<file path="src/rtl/pending_reg_encoder.sv">
// Sequential register-mask encoder: captures a multi-hot mask and emits the
// index of each set bit, lowest first, one per valid/ready handshake.
module pending_reg_encoder #(
   parameter int N = 32,
   parameter int W = 5
) (
   input  logic         clk,
   input  logic         reset,
   input  logic         load,
   input  logic [N-1:0] mask_in,
   output logic         busy,
   output logic         out_valid,
   input  logic         out_ready,
   output logic [W-1:0] out_idx,
   output logic         done,
   output logic [N-1:0] pending,
   output logic         state_dbg
);

   // Handshake: an index transfers on any rising clk where out_valid and
   // out_ready are both high; out_idx is stable while out_valid waits on ready.
   typedef enum logic {IDLE = 1'b0, DRAIN = 1'b1} state_t;

   state_t       state, state_nxt;
   logic [N-1:0] pending_nxt;
   logic         done_nxt;
   logic [W-1:0] lowest;
   logic [N-1:0] clr;

   always_comb begin
      lowest = '0;
      for (int i = N - 1; i >= 0; i--) begin
         if (pending[i]) lowest = W'(i);
      end
   end

   always_comb begin
      clr = '0;
      clr[lowest] = 1'b1;
   end

   always_comb begin
      state_nxt   = state;
      pending_nxt = pending;
      done_nxt    = 1'b0;
      case (state)
         IDLE: begin
            if (load) begin
               if (mask_in != '0) begin
                  pending_nxt = mask_in;
                  state_nxt   = DRAIN;
               end else begin
                  // An empty capture completes immediately.
                  done_nxt = 1'b1;
               end
            end
         end
         DRAIN: begin
            if (out_ready) begin
               pending_nxt = pending & ~clr;
               if (pending_nxt == '0) begin
                  state_nxt = IDLE;
                  done_nxt  = 1'b1;
               end
            end
         end
         default: state_nxt = IDLE;
      endcase
   end

   always_ff @(posedge clk) begin
      if (reset) begin
         state   <= IDLE;
         pending <= '0;
         done    <= 1'b0;
      end else begin
         state   <= state_nxt;
         pending <= pending_nxt;
         done    <= done_nxt;
      end
   end

   assign busy      = (state == DRAIN);
   assign out_valid = (state == DRAIN);
   assign out_idx   = (state == DRAIN) ? lowest : '0;
   assign state_dbg = state;

endmodule

</file>
<file path="config.mk">
export PLATFORM = sky130hd
export DESIGN_NAME = pending_reg_encoder
export DESIGN_NICKNAME = d
export VERILOG_FILES = /design/src/rtl/pending_reg_encoder.sv
export SDC_FILE = /design/constraint.sdc
export NUM_CORES = 1
export LEC_CHECK = 0
export BUFFER_PORTS_ARGS = -buffer_cell sky130_fd_sc_hd__buf_2
export CAP_MARGIN = 20
export CORE_ASPECT_RATIO = 0.6
export CORE_MARGIN = 2
export CORE_UTILIZATION = 47
export DETAILED_ROUTE_END_ITERATION = 7
export GPL_TIMING_DRIVEN = 1
export PLACE_DENSITY = 0.77
export SYNTH_ARGS = -nofsm -noshare
export SYNTH_HDL_FRONTEND = slang
export SYNTH_SLANG_ARGS = --single-unit
</file>
<file path="constraint.sdc">
create_clock -name clk -period 2.7 [get_ports clk]
set_input_delay 0.135 -clock clk [delete_from_list [all_inputs] [get_ports clk]]
set_output_delay 0.135 -clock clk [all_outputs]
set_load 0.02 [all_outputs]
</file>
---- Word-level counts from Yosys, hierarchy flattened ----
Index checks and enable logic that the tools add are counted.
word-level totals
  register bits ........................... 34
  input port bits ......................... 36
  output and inout port bits .............. 41
cells by class
  magnitude comparators ................... 2
  equal/unequal tests ..................... 3
  muxes and demuxes ....................... 49
  bitwise gates (word level) .............. 3
  reductions and logical operators ........ 4
operators by type and width
  kind                                                                                  count
  5-bit two-way mux                                                                     33
  32-bit two-way mux                                                                    3
  32-bit case mux with 2 select lines                                                   1
  32-bit AND                                                                            1
  32-bit logical NOT                                                                    1
  32-bit inverter                                                                       1
  32-bit nonzero test                                                                   1
  1-bit two-way mux                                                                     9
  5-bit by 6-bit less-than comparator with 1-bit output (second input constant)         1
  2-bit inequality test (second input constant)                                         3
  1-bit demux with 5-bit select                                                         1
  5-bit by 1-bit greater-or-equal comparator with 1-bit output (second input constant)  1
  1-bit case mux with 2 select lines                                                    2
  3-bit AND reduction                                                                   1
  1-bit logical AND                                                                     1
  1-bit inverter                                                                        1

---- Depth between registers and ports, before layout ----
  depth after elaboration ................. 42
  depth in mapped cells ................... 12
  mapped depth without buffers ............ 10

---- Least setup slack after synthesis ----
Ideal clock, no wire load.
  path kind ............................... register to register
  start point ............................. reg pending[16]
  end point ............................... reg state, in the netlist busy
  setup time .............................. 0.115 ns
  arrival time ............................ 2.806 ns
  required time ........................... 2.585 ns
  path slack .............................. -0.221 ns
  cell stages (with the launch flop) ...... 13
  path buffers ............................ 2
  cell sequence ........................... dfxtp_1 > buf_6 > or4_4 > a211oi_2 > nand2_1 > or3_1 > buf_6 > o2bb2ai_4 > a2111oi_4 > nand4b_1 > nor4b_2 > a31oi_1 > o21ba_1
on the way
  cells in the longest elaborated chain, start to end .. 27
  elaborated cells between the ends (all ways) .. 28
  those cells by class .................... 2 x order compare; 22 x mux; 2 x bitwise; 2 x reduce/logical
RTL lines
  element                                                                                                                                                             RTL line  source
  start, declared                                                                                                                                                     16        output logic [N-1:0] pending,
  start signal, assigned                                                                                                                                              78        pending <= pending_nxt;
  5-bit two-way mux (17 in a row)                                                                                                                                     33        if (pending[i]) lowest = W'(i);
  5-bit by 6-bit less-than comparator with 1-bit output (not written as such) / 5-bit by 1-bit greater-or-equal comparator with 1-bit output (equally long branches)  39        clr[lowest] = 1'b1;
  1-bit logical AND (not written as such)                                                                                                                             39
  1-bit two-way mux (not written as such)                                                                                                                             39
  1-bit demux with 5-bit select                                                                                                                                       39
  32-bit inverter                                                                                                                                                     60        pending_nxt = pending & ~clr;
  32-bit AND *                                                                                                                                                        60
  32-bit logical NOT *                                                                                                                                                61        if (pending_nxt == '0) begin
  1-bit two-way mux *                                                                                                                                                 61
  1-bit two-way mux *                                                                                                                                                 59        if (out_ready) begin
  1-bit case mux with 2 select lines *                                                                                                                                46        case (state)
  end signal, assigned                                                                                                                                                77        state <= state_nxt;
  end, declared                                                                                                                                                       24        state_t state, state_nxt;
Every way passes the cells marked *; elsewhere a longest branch is shown, timed or not.
A chain may end at the register's enable or synchronous reset.

---- Worst setup path in the final report ----
  start point ............................. reg pending[27]
  end point ............................... reg done
on the way
  cells in the longest elaborated chain, start to end .. 38
  elaborated cells between the ends (all ways) .. 39
  those cells by class .................... 2 x order compare; 33 x mux; 2 x bitwise; 2 x reduce/logical
RTL lines
  element                                                                                                                                                             RTL line  source
  5-bit two-way mux (28 in a row)                                                                                                                                     33
  5-bit by 6-bit less-than comparator with 1-bit output (not written as such) / 5-bit by 1-bit greater-or-equal comparator with 1-bit output (equally long branches)  39
  1-bit logical AND (not written as such)                                                                                                                             39
  1-bit two-way mux (not written as such)                                                                                                                             39
  1-bit demux with 5-bit select                                                                                                                                       39
  32-bit inverter                                                                                                                                                     60
  32-bit AND *                                                                                                                                                        60
  32-bit logical NOT *                                                                                                                                                61
  1-bit two-way mux *                                                                                                                                                 61
  1-bit two-way mux *                                                                                                                                                 59
  1-bit case mux with 2 select lines *                                                                                                                                46
  end signal, assigned                                                                                                                                                79        done <= done_nxt;
  end, declared                                                                                                                                                       15        output logic done,
Marks and branches as above.

==> flow_metrics.env <==
export IMPL_area_growth_syn_to_layout_pct=69.4
export IMPL_drtPass1Iterations=7
export IMPL_synth_nets=382
export IMPL_synth_enable_flop_cells=0
export IMPL_ys_seq_area_share_pct=27.0
export IMPL_rows=20
export IMPL_cp_data_arrival_time_ns=3.31
export IMPL_via_count=4147
export IMPL_synthesis_area_per_instance_um2=7.28
export IMPL_first_global_vias=3671
export IMPL_post_route_period_util_pct=114
export IMPL_power_total_uw=2310
export IMPL_relSlewSlack_pct=50.0
export IMPL_ff2ff_setup_slack_ns=-0.39
export IMPL_slew_viols_final=0
export IMPL_overflow=0
export IMPL_grt_first_pass_wirelength_mm=20.0
export IMPL_min_period_ns=3.09
export IMPL_netlist_top_cell_by_area="sky130_fd_sc_hd__dfxtp_1"
export IMPL_max_cap_violations=0
export IMPL_ctsHoldBuffers=0
export IMPL_globalRouteTotalUtil_pct=44.5
export IMPL_wire_per_inst_um=23.2
export IMPL_hold_path_class="in2reg"
export IMPL_cts_tree="built"
export IMPL_p_leak_uw=0.00195
export IMPL_synth_area_um2=2520
export IMPL_start_util_pct=49.3
export IMPL_ys_flop_type="sky130_fd_sc_hd__dfxtp_1"
export IMPL_worst_hold_path_num_cells=3
export IMPL_io_buffer_count=76
export IMPL_holdCritStartpoint="mask_in[11]"
export IMPL_path_class="reg2reg"
export IMPL_clkSlewWorstSetupHoldPaths_ns=0.08
export IMPL_cts_inserted_buffers=5
export IMPL_cp_start_kind="register"
export IMPL_synth_ff_latch_count=34
export IMPL_detail_route_iter0_violations=648
export IMPL_cts_root_buf="sky130_fd_sc_hd__clkbuf_8"
export IMPL_largest_net_degree_at_the_start_of_global_routing=35
export IMPL_ys_async_sr_fraction_pct=0
export IMPL_setup_viol=6
export IMPL_die_height_um=60.7
export IMPL_fin_worst_hold_slack_ns=0.0808
export IMPL_number_of_nets_still_failing_antenna_checks_after_routing=0
export IMPL_final_net_count=567
export IMPL_cts_htree_levels=2
export IMPL_cp_num_cells=12
export IMPL_worst_slack_ns=-0.391
export IMPL_route_detailed_drc=0
export IMPL_cpMaxStageDelayCell="sky130_fd_sc_hd__dfxtp_1"
export IMPL_worstPathBufferInverterCount=2
export IMPL_cell_variety_after_synth=58
export IMPL_synthDominantCellAreaShare_pct=27.0
export IMPL_cts_sinks=34
export IMPL_worstSetupEndpointType="register"
export IMPL_initial_antenna_violation_count=2
export IMPL_reg2reg_to="done$_SDFF_PP0_"
export IMPL_cellPowerDensity_nw_per_um2=542
export IMPL_crit_path_max_incr_delay_ns=0.38
export IMPL_core_area_um2=5100
export IMPL_tightest_slew_ns=0.749
export IMPL_synth_yosys_warnings=0
export IMPL_floorplan_die_area_um2=5980
export IMPL_filler_cell_count=319
export IMPL_synth_top_cells_by_area="sky130_fd_sc_hd__dfxtp_1 (27%), sky130_fd_sc_hd__nor2_1 (7.3%), sky130_fd_sc_hd__a21oi_1 (6.4%)"
export IMPL_hold_path_end="pending[11]$_SDFFE_PP0P_"
export IMPL_final_hold_violation_count=0
export IMPL_family_with_the_most_delay_on_the_worst_path="simple AND/OR/NAND/NOR gates"
export IMPL_rsz0062_at_grt="true"
export IMPL_max_freq_mhz=324
export IMPL_post_drt_via_cell_ratio=6.95
export IMPL_place_gp_congestion=1.04
export IMPL_totalWireLength_mm=13.9
export IMPL_drive_gt1_share_pct=52.9
export IMPL_synth_cells=346
export IMPL_antennaDiodeCount=0
export IMPL_utilization_pct=83.6
export IMPL_top_level_ports=77
export IMPL_path_cells="buf_4 > nor4_4 > a211oi_4 > nor2_2 > and2_4 > o2111ai_2 > a2111oi_4 > nand4b_1 > nor4b_2 > buf_4 > a41oi_1 > nor2_1"
export IMPL_clock_insertion_delay_worst_skew_ns=0.30
export IMPL_failing_checks="setup timing"
export IMPL_path_max_fanout=5
export IMPL_rr_startpoint="pending[27]$_SDFFE_PP0P_"
export IMPL_reg2regPathDepth=12
export IMPL_path_common_cell="sky130_fd_sc_hd__buf_4"
export IMPL_die_width_um=98.5
export IMPL_clk_path_buf_depth=2
export IMPL_hpwlAfterDp_mm=9.38
export IMPL_timing_clock_skew_ns=0.0103
export IMPL_max_vdd_ir_drop_mv=0.344
export IMPL_run_status="finished with violations"
export IMPL_worstPathRequired_ns=2.92
[worst register-to-register path: stages (launching register included)]
cell and delay, ns:
sky130_fd_sc_hd__dfxtp_1 0.38, sky130_fd_sc_hd__buf_4 0.18, sky130_fd_sc_hd__nor4_4 0.36, sky130_fd_sc_hd__a211oi_4 0.15, sky130_fd_sc_hd__nor2_2 0.29, sky130_fd_sc_hd__and2_4 0.24, sky130_fd_sc_hd__o2111ai_2 0.16, sky130_fd_sc_hd__a2111oi_4 0.37
sky130_fd_sc_hd__nand4b_1 0.18, sky130_fd_sc_hd__nor4b_2 0.25, sky130_fd_sc_hd__buf_4 0.16, sky130_fd_sc_hd__a41oi_1 0.13, sky130_fd_sc_hd__nor2_1 0.16
[through the flow]
| stage | cells | instance area (µm²) | setup slack (ns) | TNS [ns] |
|---|---|---|---|---|
| 6_report | 597 | 4270 | -0.391 | -0.975 |
| 5_1_grt | 597 | 4270 | -0.505 | -1.37 |
| 4_1_cts | 596 | 4100 | -0.188 | -0.337 |
| 3_5_place_dp | 576 | 3730 | -0.553 | -4.85 |
| 3_3_place_gp | 576 | 3730 | -0.564 | -5.21 |
| 2_1_floorplan | 346 | 2540 | -0.0910 | -0.0910 |
[Yosys cell counts, drive strengths merged, types with 6 or more instances]
| library cell | number |
|---|---|
| buf | 8 |
| nor4 | 15 |
| a21oi | 32 |
| o31ai | 6 |
| a22oi | 21 |
| o211ai | 8 |
| inv | 12 |
| clkbuf | 15 |
| o21ai | 24 |
| or4 | 7 |
| nand2 | 32 |
| dfxtp | 34 |
| nor2 | 50 |
| nor3 | 8 |
[cells by family after synthesis]
| logic type | count (synthesis) | share of synthesized area [%] |
|---|---|---|
| AO/OA/AOI/OAI | 138 | 39.0 |
| buffers and inverters | 35 | 6.21 |
| flip-flops | 34 | 27.0 |
| AND/OR/NAND/NOR | 139 | 27.7 |
[registers in the layout, summed over array words and instances (netlist names)]
name	cells
done	1
busy	1
pending	32
[cell type report]
cell class / instances / area [µm²] / share of cell area [%]
clock buffers: 5 / 68.8 / 1.61
well taps: 66 / 82.6 / 1.93
clock inverters: 2 / 10.0 / 0.235
flip-flops and latches: 34 / 697 / 16.3
multi-input cells: 277 / 2020 / 47.2
repair buffers: 201 / 1350 / 31.6
inverters: 12 / 45.0 / 1.06
[cells in the final DEF (no fill, tap or decap), types with 4 or more instances in the layout]
cell	count
sky130_fd_sc_hd__buf_4	117
sky130_fd_sc_hd__buf_2	76
sky130_fd_sc_hd__nor2_1	45
sky130_fd_sc_hd__nand2_1	29
sky130_fd_sc_hd__a21oi_1	29
sky130_fd_sc_hd__dfxtp_1	25
sky130_fd_sc_hd__a22oi_1	16
sky130_fd_sc_hd__o21ai_0	13
sky130_fd_sc_hd__inv_1	12
sky130_fd_sc_hd__nor4_1	11
sky130_fd_sc_hd__o211ai_1	8
sky130_fd_sc_hd__buf_6	8
sky130_fd_sc_hd__o21ai_1	7
sky130_fd_sc_hd__dfxtp_2	7
sky130_fd_sc_hd__or4_4	6
sky130_fd_sc_hd__o31ai_1	5
sky130_fd_sc_hd__nor3_1	5
sky130_fd_sc_hd__a22oi_2	5
sky130_fd_sc_hd__clkbuf_8	5
sky130_fd_sc_hd__nor2_2	4
sky130_fd_sc_hd__or2_2	4
sky130_fd_sc_hd__o21a_1	4
[metal layers]
| metal | vias to the layer above | wire length, µm | part of all wire [%] | global-route usage (%) |
|---|---|---|---|---|
| met1 | 1904 | 5570 | 40 | 61.6 |
| li1 | 1685 | - | - | - |
| met5 | - | 0 | 0 | 0 |
| met4 | 0 | 807 | 5.8 | 13.1 |
| met3 | 127 | 2240 | 16 | 19.5 |
| met2 | 431 | 5230 | 38 | 63.0 |
[report_power, final]
group          leakage (µW)  switching, µW  internal (µW)
sequential         0.000283           52.7            536
clock             0.0000438            221            174
combinational       0.00162            731            599
total               0.00195           1000           1310
[timing repair]
item,4_1_cts,5_1_grt
setup endpoints to repair,28,26
pin swaps,12,16
hold endpoints to repair,0,0
resized for setup,42,44
setup buffers,14,5
[worst max path at each step]
stage	start	to	slack (ns)
floorplan	pending[16]$_SDFFE_PP0P_	busy$_SDFF_PP0_	-0.09
global placement	pending[18]$_SDFFE_PP0P_	busy$_SDFF_PP0_	-0.56
detailed placement	pending[18]$_SDFFE_PP0P_	busy$_SDFF_PP0_	-0.55
CTS	pending[16]$_SDFFE_PP0P_	busy$_SDFF_PP0_	-0.19
global route	pending[27]$_SDFFE_PP0P_	done$_SDFF_PP0_	-0.51
finish	pending[27]$_SDFFE_PP0P_	done$_SDFF_PP0_	-0.39
Power figures use the tool's default switching activity.
